$ cat src/rtl/pgs_tsmac_stat_cnt_v1_2.sv
// pgs_tsmac_stat_cnt_v1_2: APB statistics counter bank with hi-word snapshot, clear-on-read, saturate and global clear.
// Defining TSMAC_STAT_IRQ_EN adds sticky overflow flags, an interrupt mask and stat_irq.
module pgs_tsmac_stat_cnt_v1_2 #(
   parameter int NUM_CH    = 8,
   parameter int CNT_WIDTH = 64,
   parameter int INC_WIDTH = 11
) (
   input  logic                        pclk,
   input  logic                        presetn,
   input  logic [NUM_CH-1:0]           ev_vld,
   input  logic [NUM_CH*INC_WIDTH-1:0] ev_inc,
   input  logic                        pselx,
   input  logic                        penable,
   input  logic                        pwrite,
   input  logic [7:0]                  paddr,
   input  logic [31:0]                 pwdata,
   output logic [31:0]                 prdata,
   output logic                        stat_irq
);
   logic [NUM_CH-1:0][CNT_WIDTH-1:0] cnt_q, cnt_d;
   logic [31:0]        hi_snap_q, hi_snap_d;
   logic               sat_q, sat_d, cor_q, cor_d, frz_q, frz_d;
   logic [NUM_CH-1:0]  ovf_ev, inc_en;
   logic               rd, wr, ch_hit, rd_lo, gclr, unused_ok;
   logic [3:0]         ch;
   logic [CNT_WIDTH:0] sum;
   logic [63:0]        cnt_sel;
   logic [31:0]        ovf_rd, mask_rd;

   assign rd        = pselx & penable & !pwrite;
   assign wr        = pselx & penable & pwrite;
   assign ch        = paddr[6:3];
   assign ch_hit    = !paddr[7] && paddr[1:0] == 2'b00 && {28'd0, ch} < NUM_CH;
   assign rd_lo     = rd && ch_hit && !paddr[2];
   assign gclr      = wr && paddr == 8'h80 && pwdata[2];
   assign inc_en    = ev_vld & ~{NUM_CH{frz_q}};
   assign unused_ok = ^pwdata;

   // A clear-on-read low-word access restarts the add from zero so a same-cycle event is kept.
   always_comb begin
      cnt_d   = cnt_q;
      ovf_ev  = '0;
      cnt_sel = '0;
      sum     = '0;
      for (int c = 0; c < NUM_CH; c++) begin
         if (ch == 4'(c)) cnt_sel = 64'(cnt_q[c]);
         sum = (rd_lo && cor_q && ch == 4'(c) ? '0 : {1'b0, cnt_q[c]}) +
               (inc_en[c] ? (CNT_WIDTH+1)'(ev_inc[c*INC_WIDTH +: INC_WIDTH]) : '0);
         ovf_ev[c] = sum[CNT_WIDTH] & !gclr;
         cnt_d[c]  = gclr ? '0 : sum[CNT_WIDTH] && sat_q ? '1 : sum[CNT_WIDTH-1:0];
      end
      hi_snap_d = gclr ? '0 : rd_lo ? cnt_sel[63:32] : hi_snap_q;
      sat_d     = wr && paddr == 8'h80 ? pwdata[0] : sat_q;
      cor_d     = wr && paddr == 8'h80 ? pwdata[1] : cor_q;
      frz_d     = wr && paddr == 8'h84 ? pwdata[0] : frz_q;
   end

   always_ff @(posedge pclk or negedge presetn)
      if (!presetn) begin
         cnt_q     <= '0;
         hi_snap_q <= '0;
         sat_q     <= 1'b0;
         cor_q     <= 1'b0;
         frz_q     <= 1'b0;
      end else begin
         cnt_q     <= cnt_d;
         hi_snap_q <= hi_snap_d;
         sat_q     <= sat_d;
         cor_q     <= cor_d;
         frz_q     <= frz_d;
      end

   always_comb
      prdata = !rd ? '0 :
               ch_hit ? (paddr[2] ? hi_snap_q : cnt_sel[31:0]) :
               paddr == 8'h80 ? {30'd0, cor_q, sat_q} :
               paddr == 8'h84 ? {31'd0, frz_q} :
               paddr == 8'h88 ? ovf_rd :
               paddr == 8'h8C ? mask_rd : '0;

`ifdef TSMAC_STAT_IRQ_EN
   logic [NUM_CH-1:0] ovf_q, ovf_d, mask_q, mask_d;
   logic              irq_q, irq_d;

   // New overflow events are ORed after the W1C so a coincident set survives the clear.
   always_comb begin
      ovf_d  = (ovf_q & ~(wr && paddr == 8'h88 ? pwdata[NUM_CH-1:0] : '0)) | ovf_ev;
      mask_d = wr && paddr == 8'h8C ? pwdata[NUM_CH-1:0] : mask_q;
      irq_d  = |(ovf_q & mask_q);
   end

   always_ff @(posedge pclk or negedge presetn)
      if (!presetn) begin
         ovf_q  <= '0;
         mask_q <= '0;
         irq_q  <= 1'b0;
      end else begin
         ovf_q  <= ovf_d;
         mask_q <= mask_d;
         irq_q  <= irq_d;
      end

   assign ovf_rd   = 32'(ovf_q);
   assign mask_rd  = 32'(mask_q);
   assign stat_irq = irq_q;
`else
   logic unused_ovf;
   assign unused_ovf = ^ovf_ev;
   assign ovf_rd     = '0;
   assign mask_rd    = '0;
   assign stat_irq   = 1'b0;
`endif
endmodule

$ cat config.mk
export PLATFORM = sky130hd
export DESIGN_NAME = pgs_tsmac_stat_cnt_v1_2
export DESIGN_NICKNAME = d
export VERILOG_FILES = /design/src/rtl/pgs_tsmac_stat_cnt_v1_2.sv
export SDC_FILE = /design/constraint.sdc
export NUM_CORES = 2
export LEC_CHECK = 0
export CORE_MARGIN = 2
export CORE_UTILIZATION = 51
export CTS_BUF_LIST = sky130_fd_sc_hd__clkbuf_16
export DETAILED_ROUTE_END_ITERATION = 10
export GPL_TIMING_DRIVEN = 1
export PLACE_DENSITY = 0.72
export SETUP_SLACK_MARGIN = 0.5
export SLEW_MARGIN = 20
export SYNTH_ARGS = -nofsm -noshare
export SYNTH_HDL_FRONTEND = slang
export SYNTH_SLANG_ARGS = --single-unit
$ cat constraint.sdc
create_clock -name pclk -period 4.65 [get_ports pclk]
set_input_delay 0.93 -clock pclk [delete_from_list [all_inputs] [get_ports pclk]]
set_output_delay 0.93 -clock pclk [all_outputs]
set_load 0.005 [all_outputs]
* Yosys cells after proc, flatten, opt, wreduce, memory -nomap -nowiden
Cells that the tools add are included.
W data, S select, Z words.
** Word-level totals
- Register bits after elaboration :: 547
- Latch bits :: 0
- RAM bits :: 0
- Memory bits (read-only) :: 0
- Bits of input ports :: 141
- Output and inout port bits :: 33
- Memories :: 0
** Cells by class
- Add/subtract/negate cells :: 8
- Multipliers :: 0
- Divide/modulo/power cells :: 0
- Magnitude comparators :: 1
- Equality and inequality tests :: 9
- Shift operators :: 0
- Multiplexer cells :: 47
- Bitwise gates (word level) :: 5
- Reductions and logical operators :: 30
** Operator list (number)
- $mux W64 :: 32
- $add A64 B11 Y65 :: 8
- $mux W32 :: 5
- $mux W11 :: 8
- $logic_and A1 B1 Y1 :: 24
- $eq A4 B3 Y1 const B :: 4
- $eq A8 B8 Y1 const B :: 2
- $and A8 B8 Y8 :: 1
- $eq A4 B2 Y1 const B :: 2
- $not A8 Y8 :: 1
- $eq A4 B1 Y1 const B :: 1
- $logic_not A4 Y1 :: 1
- $lt A4 B4 Y1 const B :: 1
- $and A1 B1 Y1 :: 3
- $logic_not A1 Y1 :: 3
- $logic_not A2 Y1 :: 1
- $mux W2 :: 1
- $reduce_bool A2 Y1 :: 1
- $mux W1 :: 1

* Depth between registers and ports, before layout
- Depth after elaboration :: 12
- Depth in mapped cells :: 20
- Mapped depth without buffers :: 13

* Worst setup path before layout
Ideal clock, no wire load.
- Kind :: input-to-reg
- Start point :: in paddr[6]
- End point :: reg cnt_q[493] (netlist name)
- Setup time :: 0.137 ns
- Arrival :: 4.738 ns
- Required time :: 4.513 ns
- Slack :: -0.225 ns
- Cell stages on the path :: 19
- Buffers on the path :: 6
- Cell sequence :: nor4_2 buf_2 nand4_1 buf_2 clkbuf_1 clkbuf_1 and2_1 ha_1 fa_1 a211oi_1 o21a_1 o211a_1 nor2_1 and3_1 and2_1 clkbuf_1 nand2_1 clkbuf_1 o21ai_0
** RTL lines
- from (decl) :: RTL line 15 : input logic [7:0] paddr,
- to (signal assigned) :: RTL line 66 : cnt_q <= cnt_d;
- to (decl) :: RTL line 20 : logic [NUM_CH-1:0][CNT_WIDTH-1:0] cnt_q, cnt_d;

* Final worst setup path
- Start point :: in paddr[4]
- End point :: out prdata[17]
** Between the ends
- Word-level cells in the longest chain between the ends :: 12
** RTL lines
- $logic_not A4 Y1 :: RTL line 46 : if (ch == 4'(c)) cnt_sel = 64'(cnt_q[c]);
- $mux W64 (8 in a row) :: RTL line 46
- $mux W32 :: RTL line 75 : ch_hit ? (paddr[2] ? hi_snap_q : cnt_sel[31:0]) :
- $mux W32 * :: RTL line 75
- $mux W32 * :: RTL line 74 : prdata = !rd ? '0 :
- to (decl) :: RTL line 17 : output logic [31:0] prdata,
Mark *: on every way between the ends. The rest lies on a longest branch, timed or not.

==> load_flow_metrics.sql <==
INSERT INTO impl_metrics (metric_group, metric, value, unit) VALUES
('synthesis', 'yosys.area.top_type_share', '38.1', '%'),
('timing', 'setup_viol', '0', ''),
('pwr', 'p_sw', '5.68', 'mW'),
('placed_design', 'dp.cells', '5398', ''),
('clock_tree', 'cts.sinks', '547', ''),
('setup_path', 'critical_path.max_fanout', '16', ''),
('route', 'drt_iter0_markers', '3736', ''),
('floorplanning', 'floorplan.core_area', '69900', 'sq um'),
('global_routing', 'grt_pass1_wl', '189', 'mm'),
('clock_tree', 'cts_made_buffers', '60', ''),
('placed_design', 'place.port_buffers', '143', ''),
('synthesis', 'post-synth-top-count-cell', 'sky130_fd_sc_hd__dfrtp_1', ''),
('synthesis', 'cell_types_occupying_the_most_area_after_synthesis', 'sky130_fd_sc_hd__dfrtp_1, sky130_fd_sc_hd__xnor2_1, sky130_fd_sc_hd__xor2_1', ''),
('route', 'wirelength', '126', 'mm'),
('synthesis', 'synthDominantAreaCellType', 'sky130_fd_sc_hd__dfrtp_1', ''),
('cells_and_area', 'layout.cell_area.non_filler', '44900', 'sq um'),
('clock_tree', 'maximum_clock_path_buffer_count', '3', ''),
('floorplanning', 'design.portCount', '174', ''),
('setup_path', 'path_buf_inv', '3', ''),
('setup_path', 'cp-start-kind', 'input pin', ''),
('synthesis', 'ys_seq_elements', '547', ''),
('route', 'routed-via-count', '34500', ''),
('pwr', 'leakage', '19.0', 'nW'),
('cells_and_area', 'post-route-util', '64.3', '%'),
('clock_tree', 'cts_root_buffer', 'sky130_fd_sc_hd__clkbuf_16', ''),
('setup_path', 'crit_path_top_delay_cell', 'sky130_fd_sc_hd__a222oi_1', ''),
('floorplanning', 'initial_utilization', '51.4', '%'),
('clock_tree', 'worst_skew_pair.late_latency', '0.65', 'ns'),
('clock_tree', 'tritoncts', 'done', ''),
('synthesis', 'seq_total_area_yosys', '38.1', '%'),
('setup_path', 'r2r.worst_path.cells', '17', ''),
('setup_path', 'critical_path.cell_chain', 'buf_16 > buf_12 > mux2i_4 > o2bb2ai_2 > a222oi_1 > a21oi_1 > a221oi_2 > nor2_2 > a21oi_2 > nor2_1 > clkdlybuf4s50_1', ''),
('pwr', 'share_seq_of_total_power', '35.1', '%'),
('timing', 'finalSetupTns', '0', 'ns'),
('pwr', 'report.power.total', '16.8', 'mW'),
('flow_run', 'timing.max_cap.violations', '0', ''),
('cells_and_area', 'fin_cells', '5555', ''),
('pwr', 'power_frac_comb', '36.9', '%'),
('timing', 'worst_skew', '0.0237', 'ns'),
('placed_design', 'gpl.final_weighted_congestion', '1.01', ''),
('synthesis', 'synth_instances', '4095', ''),
('placed_design', 'post-place-ws', '-0.524', 'ns'),
('floorplanning', 'die_x', '269', 'um'),
('synthesis', 'ys_async_sr_fraction', '100', '%'),
('synthesis', 'syn_area_per_cell', '8.77', 'sq um'),
('setup_path', 'critPathArrivalTime', '3.51', 'ns'),
('synthesis', 'ys_warn_count', '0', ''),
('pwr', 'internal-power', '11.1', 'mW'),
('route', 'vias_per_cell', '6.21', ''),
('pwr', 'power.share.switching', '33.9', '%'),
('global_routing', 'grt_pass1_vias', '32600', ''),
('floorplanning', 'dieHeight', '269', 'um'),
('clock_tree', 'hold_buffers', '0', ''),
('setup_path', 'reg2reg_setup_slack', '0.63', 'ns'),
('floorplanning', 'fp-row-count', '97', ''),
('cells_and_area', 'final_nets', '4800', ''),
('setup_path', 'timing.critical_path.to_type', 'primary output', ''),
('min_path', 'worstHoldPathType', 'in -> async', ''),
('global_routing', 'grt_start_max_net_pins', '103', ''),
('setup_path', 'criticalPathCategory', 'in -> out', ''),
('timing', 'final_max_slew_viol_count', '0', ''),
('floorplanning', 'dieArea', '72600', 'sq um'),
('setup_path', 'path_depth', '11', ''),
('timing', 'max_slew.worst_pin.slew', '0.988', 'ns'),
('setup_path', 'critical_path_required', '3.72', 'ns'),
('setup_path', 'timing.critical_path.max_delay_family', 'compound AO/OA/AOI/OAI gates', ''),
('route', 'wl_per_cell', '22.6', 'um'),
('timing', 'timing.final.crit_period', '4.44', 'ns'),
('status', 'run_status', 'finished clean', ''),
('pwr', 'power.density_cell_area', '373', 'nW/um^2'),
('synthesis', 'synth_flop_cell', 'sky130_fd_sc_hd__dfrtp_1', '');
## state kept, by name, summed over array words and instances (netlist names)
| name | flops |
|---|---|
| cnt_q | 512 |
| hi_snap_q | 32 |
| cor_q | 1 |
| frz_q | 1 |
| sat_q | 1 |
## cell usage in the layout, fill, tap and decap left out, types with 68 or more instances in the layout
cell and n:
sky130_fd_sc_hd__a21oi_1 289, sky130_fd_sc_hd__and2_1 190, sky130_fd_sc_hd__and3_1 116, sky130_fd_sc_hd__buf_4 431
sky130_fd_sc_hd__clkbuf_16 68, sky130_fd_sc_hd__clkdlybuf4s50_1 120, sky130_fd_sc_hd__dfrtp_1 546, sky130_fd_sc_hd__nand2_1 343
sky130_fd_sc_hd__nand3_1 192, sky130_fd_sc_hd__nand4_1 113, sky130_fd_sc_hd__nor2_1 340, sky130_fd_sc_hd__nor3_1 87
sky130_fd_sc_hd__o21ai_0 251, sky130_fd_sc_hd__o21ai_1 95, sky130_fd_sc_hd__xnor2_1 236, sky130_fd_sc_hd__xor2_1 218
## repair_timing
action,4_1_cts,5_1_grt
pin swaps,21,29
setup buffers,10,21
gates cloned,3,9
endpoints found under the setup margin,527,414
gates resized for setup,75,87
## cell families (layout without fill, tap and decap cells)
group / after synthesis / count (layout) / share of synthesized area, %
XOR/XNOR: 454 / 454 / 11.1
buffers and inverters: 288 / 806 / 3.22
adder cells (fa/ha/maj): 96 / 96 / 3.51
AO/OA/AOI/OAI: 1000 / 1000 / 17.2
multiplexers: 71 / 71 / 3.39
other: 1 / 3 / 0.0104
flip-flops: 547 / 547 / 38.1
AND/OR/NAND/NOR: 1638 / 1638 / 23.5
## power by group through the flow
stage          logic, mW  clock network [mW]  registers (mW)
6_report            6.19                4.68            5.89
3_3_place_gp        5.82                   0            5.92
4_1_cts             6.01                4.72            5.86
3_5_place_dp        5.95                   0            5.94
5_1_grt             6.78                4.91            5.94
2_1_floorplan       3.77                   0            5.70
## worst paths after layout
path | startpoint | to
max | paddr[4] | prdata[17]
min | presetn | cnt_q[396]$_DFF_PN0_
max reg2reg | cor_q$_DFFE_PN0P_ | cnt_q[29]$_DFF_PN0_
min reg2reg | hi_snap_q[26]$_DFFE_PN0P_ | hi_snap_q[26]$_DFFE_PN0P_
max in group asynchronous | presetn | cnt_q[27]$_DFF_PN0_
min in group pclk | hi_snap_q[26]$_DFFE_PN0P_ | hi_snap_q[26]$_DFFE_PN0P_
## layer usage
layer | track usage [%] | vias up | share of wire, %
met3 | 5.87 | 354 | 9.6
li1 | - | 15700 | -
met1 | 45.0 | 16700 | 40
met2 | 52.3 | 1706 | 45
met5 | 0 | - | 0.015
met4 | 15.3 | 2 | 5.3
## layout make-up
type,instances,area (sq um)
diodes,2,5.00
clock buffers,61,1530
clock inverters,51,353
fillers,5811,25000
inverters,50,188
multi-input cells,3260,22000
flip-flops and latches,547,13700
well taps,940,1180
repair buffers,644,5980
Note: power is estimated with default switching activity, not from simulation.
